--- config.mk ---
export PLATFORM = sky130hd
export DESIGN_NAME = prescaled_counter_flat
export DESIGN_NICKNAME = d
export VERILOG_FILES = /design/src/rtl/prescaled_counter_if.sv /design/src/rtl/prescaled_counter.sv /design/src/flat_wrapper.sv
export SDC_FILE = /design/constraint.sdc
export NUM_CORES = 1
export LEC_CHECK = 0
export BUFFER_PORTS_ARGS = -buffer_cell sky130_fd_sc_hd__buf_2
export CAP_MARGIN = 20
export CORE_ASPECT_RATIO = 0.75
export CORE_MARGIN = 3
export CORE_UTILIZATION = 40
export CTS_CLUSTER_DIAMETER = 80
export DETAILED_ROUTE_END_ITERATION = 6
export PLACE_DENSITY = 0.65
export SYNTH_ARGS = -nofsm -noshare
export SYNTH_HDL_FRONTEND = slang
export SYNTH_SLANG_ARGS = --single-unit
--- constraint.sdc ---
create_clock -name clock -period 4.3 [get_ports clock]
set_input_delay 0.215 -clock clock [delete_from_list [all_inputs] [get_ports clock]]
set_output_delay 0.215 -clock clock [all_outputs]
set_load 0.005 [all_outputs]
--- src/rtl/prescaled_counter_if.sv ---
// Control and status bundle for prescaled_counter: count/load controls in, count value and
// step pulses out.
interface prescaled_counter_if #(
    parameter int unsigned WIDTH = 8
) ();
    logic             count;
    logic             up_down;
    logic             load;
    logic [WIDTH-1:0] load_value;
    logic [WIDTH-1:0] Q;
    logic             tick;
    logic             wrap;
    logic             terminal;

    modport master (
        output count, up_down, load, load_value,
        input  Q, tick, wrap, terminal
    );

    modport slave (
        input  count, up_down, load, load_value,
        output Q, tick, wrap, terminal
    );
endinterface

--- src/rtl/prescaled_counter.sv ---
// Up/down counter that steps once every CYCLES_PER_TICK enabled clocks, with synchronous load
// and optional saturation at the limits.
module prescaled_counter #(
    parameter int unsigned WIDTH           = 8,
    parameter int unsigned CYCLES_PER_TICK = 500,
    parameter bit          SATURATE        = 1'b0
) (
    input logic                clock,
    input logic                clear_n,
    prescaled_counter_if.slave bus
);

    localparam int unsigned     PreW    = (CYCLES_PER_TICK > 1) ? $clog2(CYCLES_PER_TICK) : 1;
    localparam logic [PreW-1:0] PreMax  = PreW'(CYCLES_PER_TICK - 1);
    localparam logic [WIDTH-1:0] AllOnes = '1;

    logic [PreW-1:0]  pre_q;
    logic [WIDTH-1:0] q_q;
    logic             tick_q;
    logic             wrap_q;

    logic             at_limit;
    logic [WIDTH-1:0] q_step;
    logic             step_wraps;

    // Limit is judged against the live direction so terminal reacts without a clock edge.
    always_comb begin
        at_limit = bus.up_down ? (q_q == AllOnes) : (q_q == '0);
    end

    always_comb begin
        q_step     = q_q;
        step_wraps = 1'b0;
        if (at_limit) begin
            if (!SATURATE) begin
                q_step     = bus.up_down ? '0 : AllOnes;
                step_wraps = 1'b1;
            end
        end else begin
            q_step = bus.up_down ? (q_q + 1'b1) : (q_q - 1'b1);
        end
    end

    always_ff @(posedge clock or negedge clear_n) begin
        if (!clear_n) begin
            pre_q  <= '0;
            q_q    <= '0;
            tick_q <= 1'b0;
            wrap_q <= 1'b0;
        end else if (bus.load) begin
            pre_q  <= '0;
            q_q    <= bus.load_value;
            tick_q <= 1'b0;
            wrap_q <= 1'b0;
        end else if (bus.count) begin
            if (pre_q == PreMax) begin
                pre_q  <= '0;
                q_q    <= q_step;
                tick_q <= 1'b1;
                wrap_q <= step_wraps;
            end else begin
                pre_q  <= pre_q + 1'b1;
                tick_q <= 1'b0;
                wrap_q <= 1'b0;
            end
        end else begin
            tick_q <= 1'b0;
            wrap_q <= 1'b0;
        end
    end

    assign bus.Q        = q_q;
    assign bus.tick     = tick_q;
    assign bus.wrap     = wrap_q;
    assign bus.terminal = at_limit;

endmodule

--- src/flat_wrapper.sv ---
// flat-port wrapper written by rule: the top's interface ports become plain ports
module prescaled_counter_flat 
#(
    parameter int unsigned WIDTH           = 8,
    parameter int unsigned CYCLES_PER_TICK = 500,
    parameter bit          SATURATE        = 1'b0
)
  (clock, clear_n, bus_count, bus_up_down, bus_load, bus_load_value, bus_Q, bus_tick, bus_wrap, bus_terminal);
  prescaled_counter_if #(.WIDTH(WIDTH)) bus_i ();
  input logic clock;
  input logic clear_n;
  input wire logic [$bits(bus_i.count)-1:0] bus_count;
  input wire logic [$bits(bus_i.up_down)-1:0] bus_up_down;
  input wire logic [$bits(bus_i.load)-1:0] bus_load;
  input wire logic [$bits(bus_i.load_value)-1:0] bus_load_value;
  output wire logic [$bits(bus_i.Q)-1:0] bus_Q;
  output wire logic [$bits(bus_i.tick)-1:0] bus_tick;
  output wire logic [$bits(bus_i.wrap)-1:0] bus_wrap;
  output wire logic [$bits(bus_i.terminal)-1:0] bus_terminal;
  assign bus_i.count = bus_count;
  assign bus_i.up_down = bus_up_down;
  assign bus_i.load = bus_load;
  assign bus_i.load_value = bus_load_value;
  assign bus_Q = bus_i.Q;
  assign bus_tick = bus_i.tick;
  assign bus_wrap = bus_i.wrap;
  assign bus_terminal = bus_i.terminal;
  prescaled_counter #(.WIDTH(WIDTH), .CYCLES_PER_TICK(CYCLES_PER_TICK), .SATURATE(SATURATE)) u_core (.clock(clock), .clear_n(clear_n), .bus(bus_i));
endmodule
==> results.cfg <==
[grt]
gr-total-overflow = 0
first_global_vias = 1140
wire_length_of_the_first_global_routing_pass_um = 5550
antenna_found_initial = 0
grt_util_all_layers_pct = 16.8
largest_net_degree_at_the_start_of_global_routing = 21

[clocking]
clk_path_buf_depth = 2
root_buffer = sky130_fd_sc_hd__clkbuf_8
path_clk_slew_ns = 0.07
clkSinkCount = 19
post-cts-setup-buffer-count = 0
insertion_delay_to_the_later_sink_of_the_worst_skew_pair_ns = 0.25
cts_made_buffers = 3
cts_tree = done
htree_levels = 1

[route]
drt_pass1_iterations = 4
postRouteWirelength_um = 3200
wl_per_cell_um = 14.7
detail_route.vias_per_cell = 5.42
route.antenna.remaining_nets = 0
vias = 1176
initialDrtViolationCount = 89
detail_route.drc_violations = 0

[final_layout]
multi_input_comb_area_um2 = 865
antenna-diode-count = 0
fin_nets = 199
most_used_cells_in_the_layout_excluding_fill_and_tap_cells = 23 x sky130_fd_sc_hd__buf_2, 19 x sky130_fd_sc_hd__dfrtp_1, 14 x sky130_fd_sc_hd__a21oi_1
area.sequential_um2 = 475
filler_cells = 320
final_common_cell = sky130_fd_sc_hd__buf_2
final-instance-count-excl-fill = 217
drive_above_1_share_pct = 20.3
layout-area-overhead-vs-synth_pct = 11.5

[setup_path]
worst_r2r_startpoint = u_core.bus.Q[0]$_DFFE_PN0P_
reg_to_reg_setup_timing_slack_ns = 2.21
timing.critical_path.max_delay_family = compound AO/OA/AOI/OAI gates
worstPathBufferInverterCount = 0
timing.critical_path.from_type = register
r2r-end = u_core.bus.Q[6]$_DFFE_PN0P_
crit_slowest_cell = sky130_fd_sc_hd__fa_1
worstPathArrival_ns = 2.27
worstPathRequired_ns = 4.48
worstSetupPathType = reg2reg
path_depth = 6
timing.critical_path.to = u_core.bus.Q[6]$_DFFE_PN0P_
worstRegToRegCells = 6
critical_path.startpoint = u_core.bus.Q[0]$_DFFE_PN0P_
path_cells = fa_1 > a211o_1 > a2111oi_0 > nand3b_1 > a21oi_1 > o21ai_1
worst-path-max-fanout = 7
timing.critical_path.to_type = register
slowest_delay_ns = 0.51

[sta]
max_freq_mhz = 477
min_period_ns = 2.09
fin_tns_setup_ns = 0
fin_worst_hold_slack_ns = 0.179
timing_max_transition_violations_final = 0
min_period_over_period_pct = 48.7
setup_repair_after_global_routing_missed_its_margin = false
finalHoldViolCount = 0
setup_viol = 0
timing.clock.skew_ns = 0.00385
slew_headroom_pct = 69.2
tightest_slew_ns = 0.455

[logic_synthesis]
mappedNetlistArea_mm2 = 0.00141
total_nets_after_synthesis = 176
ys.warnings.count = 0
ys_async_sr_fraction_pct = 100
syn_inst = 155
count_of_flip_flops_with_a_built_in_enable_after_synthesis = 0
post_synthesis_sequential_area_ratio_pct = 33.7
synth_cell_type_count = 50
postSynth.topFlopCell = sky130_fd_sc_hd__dfrtp_1
synth_area_per_cell_um2 = 9.11
ys_ff_latch = 19

[floorplanning]
die_footprint_mm2 = 0.00429
die-width_um = 74.6
vertical_die_dimension_um = 57.5
floorplan.initialDensity_pct = 42.4
fp-row-count = 18
num_io_pins = 24
core-area_mm2 = 0.00333

[pwr]
ir_drop_mv = 0.112
power_per_cell_area_mw_per_mm2 = 320
p_leak_nw = 0.715

[status]
status = finished, final reports clean

[place]
dp_hpwl_um = 2490
dpl.cell_count = 212
place.port_buffers = 23
gp_congestion = 0.912

[hold_path]
min-delay-path-class = in2reg
holdCritStartpoint = bus_load_value[0]

[flow_run]
drv_cap = 0
## layout make-up
type                    count  share of cell area [%]
clock buffers               4                    2.86
inverters                   4                   0.953
multi-input cells         126                    54.9
flip-flops and latches     19                    30.2
well taps                  40                    3.18
repair buffers             24                    7.94
## layer usage
layer  GRT usage (%)  routed length, µm  up-vias
li1                -                  -      606
met1            25.1               1610      531
met2            24.5               1310       37
met3            5.11                268        2
met4            2.54                 10        0
met5               0                  0        -
## through the flow
stage | cell area [µm²] | worst slack [ns] | utilization, % | power, W
4_1_cts | 1580 | 2.19 | 47.3 | 0.000510
2_1_floorplan | 1410 | 2.41 | - | 0.000332
3_3_place_gp | 1520 | 2.31 | 45.6 | 0.000377
3_5_place_dp | 1520 | 2.21 | 45.6 | 0.000382
6_report | 1580 | 2.21 | 47.3 | 0.000504
5_1_grt | 1580 | 2.05 | 47.3 | 0.000544
## repair_timing
| item | in CTS | in global routing |
|---|---|---|
| endpoints found under the setup margin | 0 | 0 |
| hold buffers | 1 | 0 |
| gates resized for setup | 0 | 0 |
| endpoints found under the hold margin | 19 | 0 |
## report_power, final
part           internal [W]  switching, W  total (W)
sequential         0.000192     0.0000216   0.000214
combinational     0.0000751     0.0000912   0.000166
clock             0.0000658     0.0000577   0.000124
total              0.000333      0.000171   0.000504
## sequential cells by signal, summed over array words and instances (netlist names)
register,flops
u_core.bus.Q,8
u_core.bus.tick,1
u_core.bus.wrap,1
u_core.pre_q,9
## how the worst min path moves through the flow
stage | to | cells past startpoint | slack, ns
CTS | u_core.bus.Q[0]$_DFFE_PN0P_ | 3 | 0.17
floorplan | u_core.bus.Q[0]$_DFFE_PN0P_ | 0 | -0.08
detailed placement | u_core.bus.wrap$_DFF_PN0_ | 1 | 0.19
global route | u_core.bus.Q[0]$_DFFE_PN0P_ | 3 | 0.21
global placement | u_core.bus.Q[2]$_DFFE_PN0P_ | 1 | 0.18
finish | u_core.bus.Q[0]$_DFFE_PN0P_ | 3 | 0.18
## synth_stat cells (2+ instances only)
| library cell | count | share of area [%] |
|---|---|---|
| sky130_fd_sc_hd__o21ai_0 | 9 | 3.2 |
| sky130_fd_sc_hd__nor3_1 | 2 | 0.71 |
| sky130_fd_sc_hd__ha_1 | 7 | 6.2 |
| sky130_fd_sc_hd__nand3b_1 | 2 | 1.1 |
| sky130_fd_sc_hd__and2_1 | 2 | 0.89 |
| sky130_fd_sc_hd__nand3_1 | 5 | 1.8 |
| sky130_fd_sc_hd__nand2b_1 | 3 | 1.3 |
| sky130_fd_sc_hd__nor2b_1 | 6 | 2.7 |
| sky130_fd_sc_hd__o21ai_1 | 3 | 1.1 |
| sky130_fd_sc_hd__o31ai_1 | 3 | 1.6 |
| sky130_fd_sc_hd__inv_1 | 4 | 1.1 |
| sky130_fd_sc_hd__a21oi_1 | 14 | 5.0 |
| sky130_fd_sc_hd__buf_6 | 3 | 2.4 |
| sky130_fd_sc_hd__buf_2 | 2 | 0.71 |
| sky130_fd_sc_hd__dfrtp_1 | 19 | 34 |
| sky130_fd_sc_hd__nor3b_1 | 3 | 1.6 |
| sky130_fd_sc_hd__nand2_1 | 12 | 3.2 |
| sky130_fd_sc_hd__a211oi_1 | 3 | 1.6 |
| sky130_fd_sc_hd__xor2_1 | 5 | 3.1 |
| sky130_fd_sc_hd__and3_1 | 2 | 0.89 |
| sky130_fd_sc_hd__xnor2_1 | 4 | 2.5 |
| sky130_fd_sc_hd__nor2_1 | 13 | 3.5 |
| sky130_fd_sc_hd__nand4_1 | 2 | 0.89 |
## logic make-up after synthesis
group	count (synthesis)	synth area share, %
XOR/XNOR	9	5.58
adder cells (fa/ha/maj)	8	7.62
multiplexers	1	0.709
buffers and inverters	10	5.14
flip-flops	19	33.7
AO/OA/AOI/OAI	45	20.5
AND/OR/NAND/NOR	63	26.7
## tightest hold or removal path: stages
cell and delay (ns):
sky130_fd_sc_hd__buf_2 0.08, sky130_fd_sc_hd__nand2_1 0.04, sky130_fd_sc_hd__o21ai_0 0.06
Power figures use the tool's default switching activity.
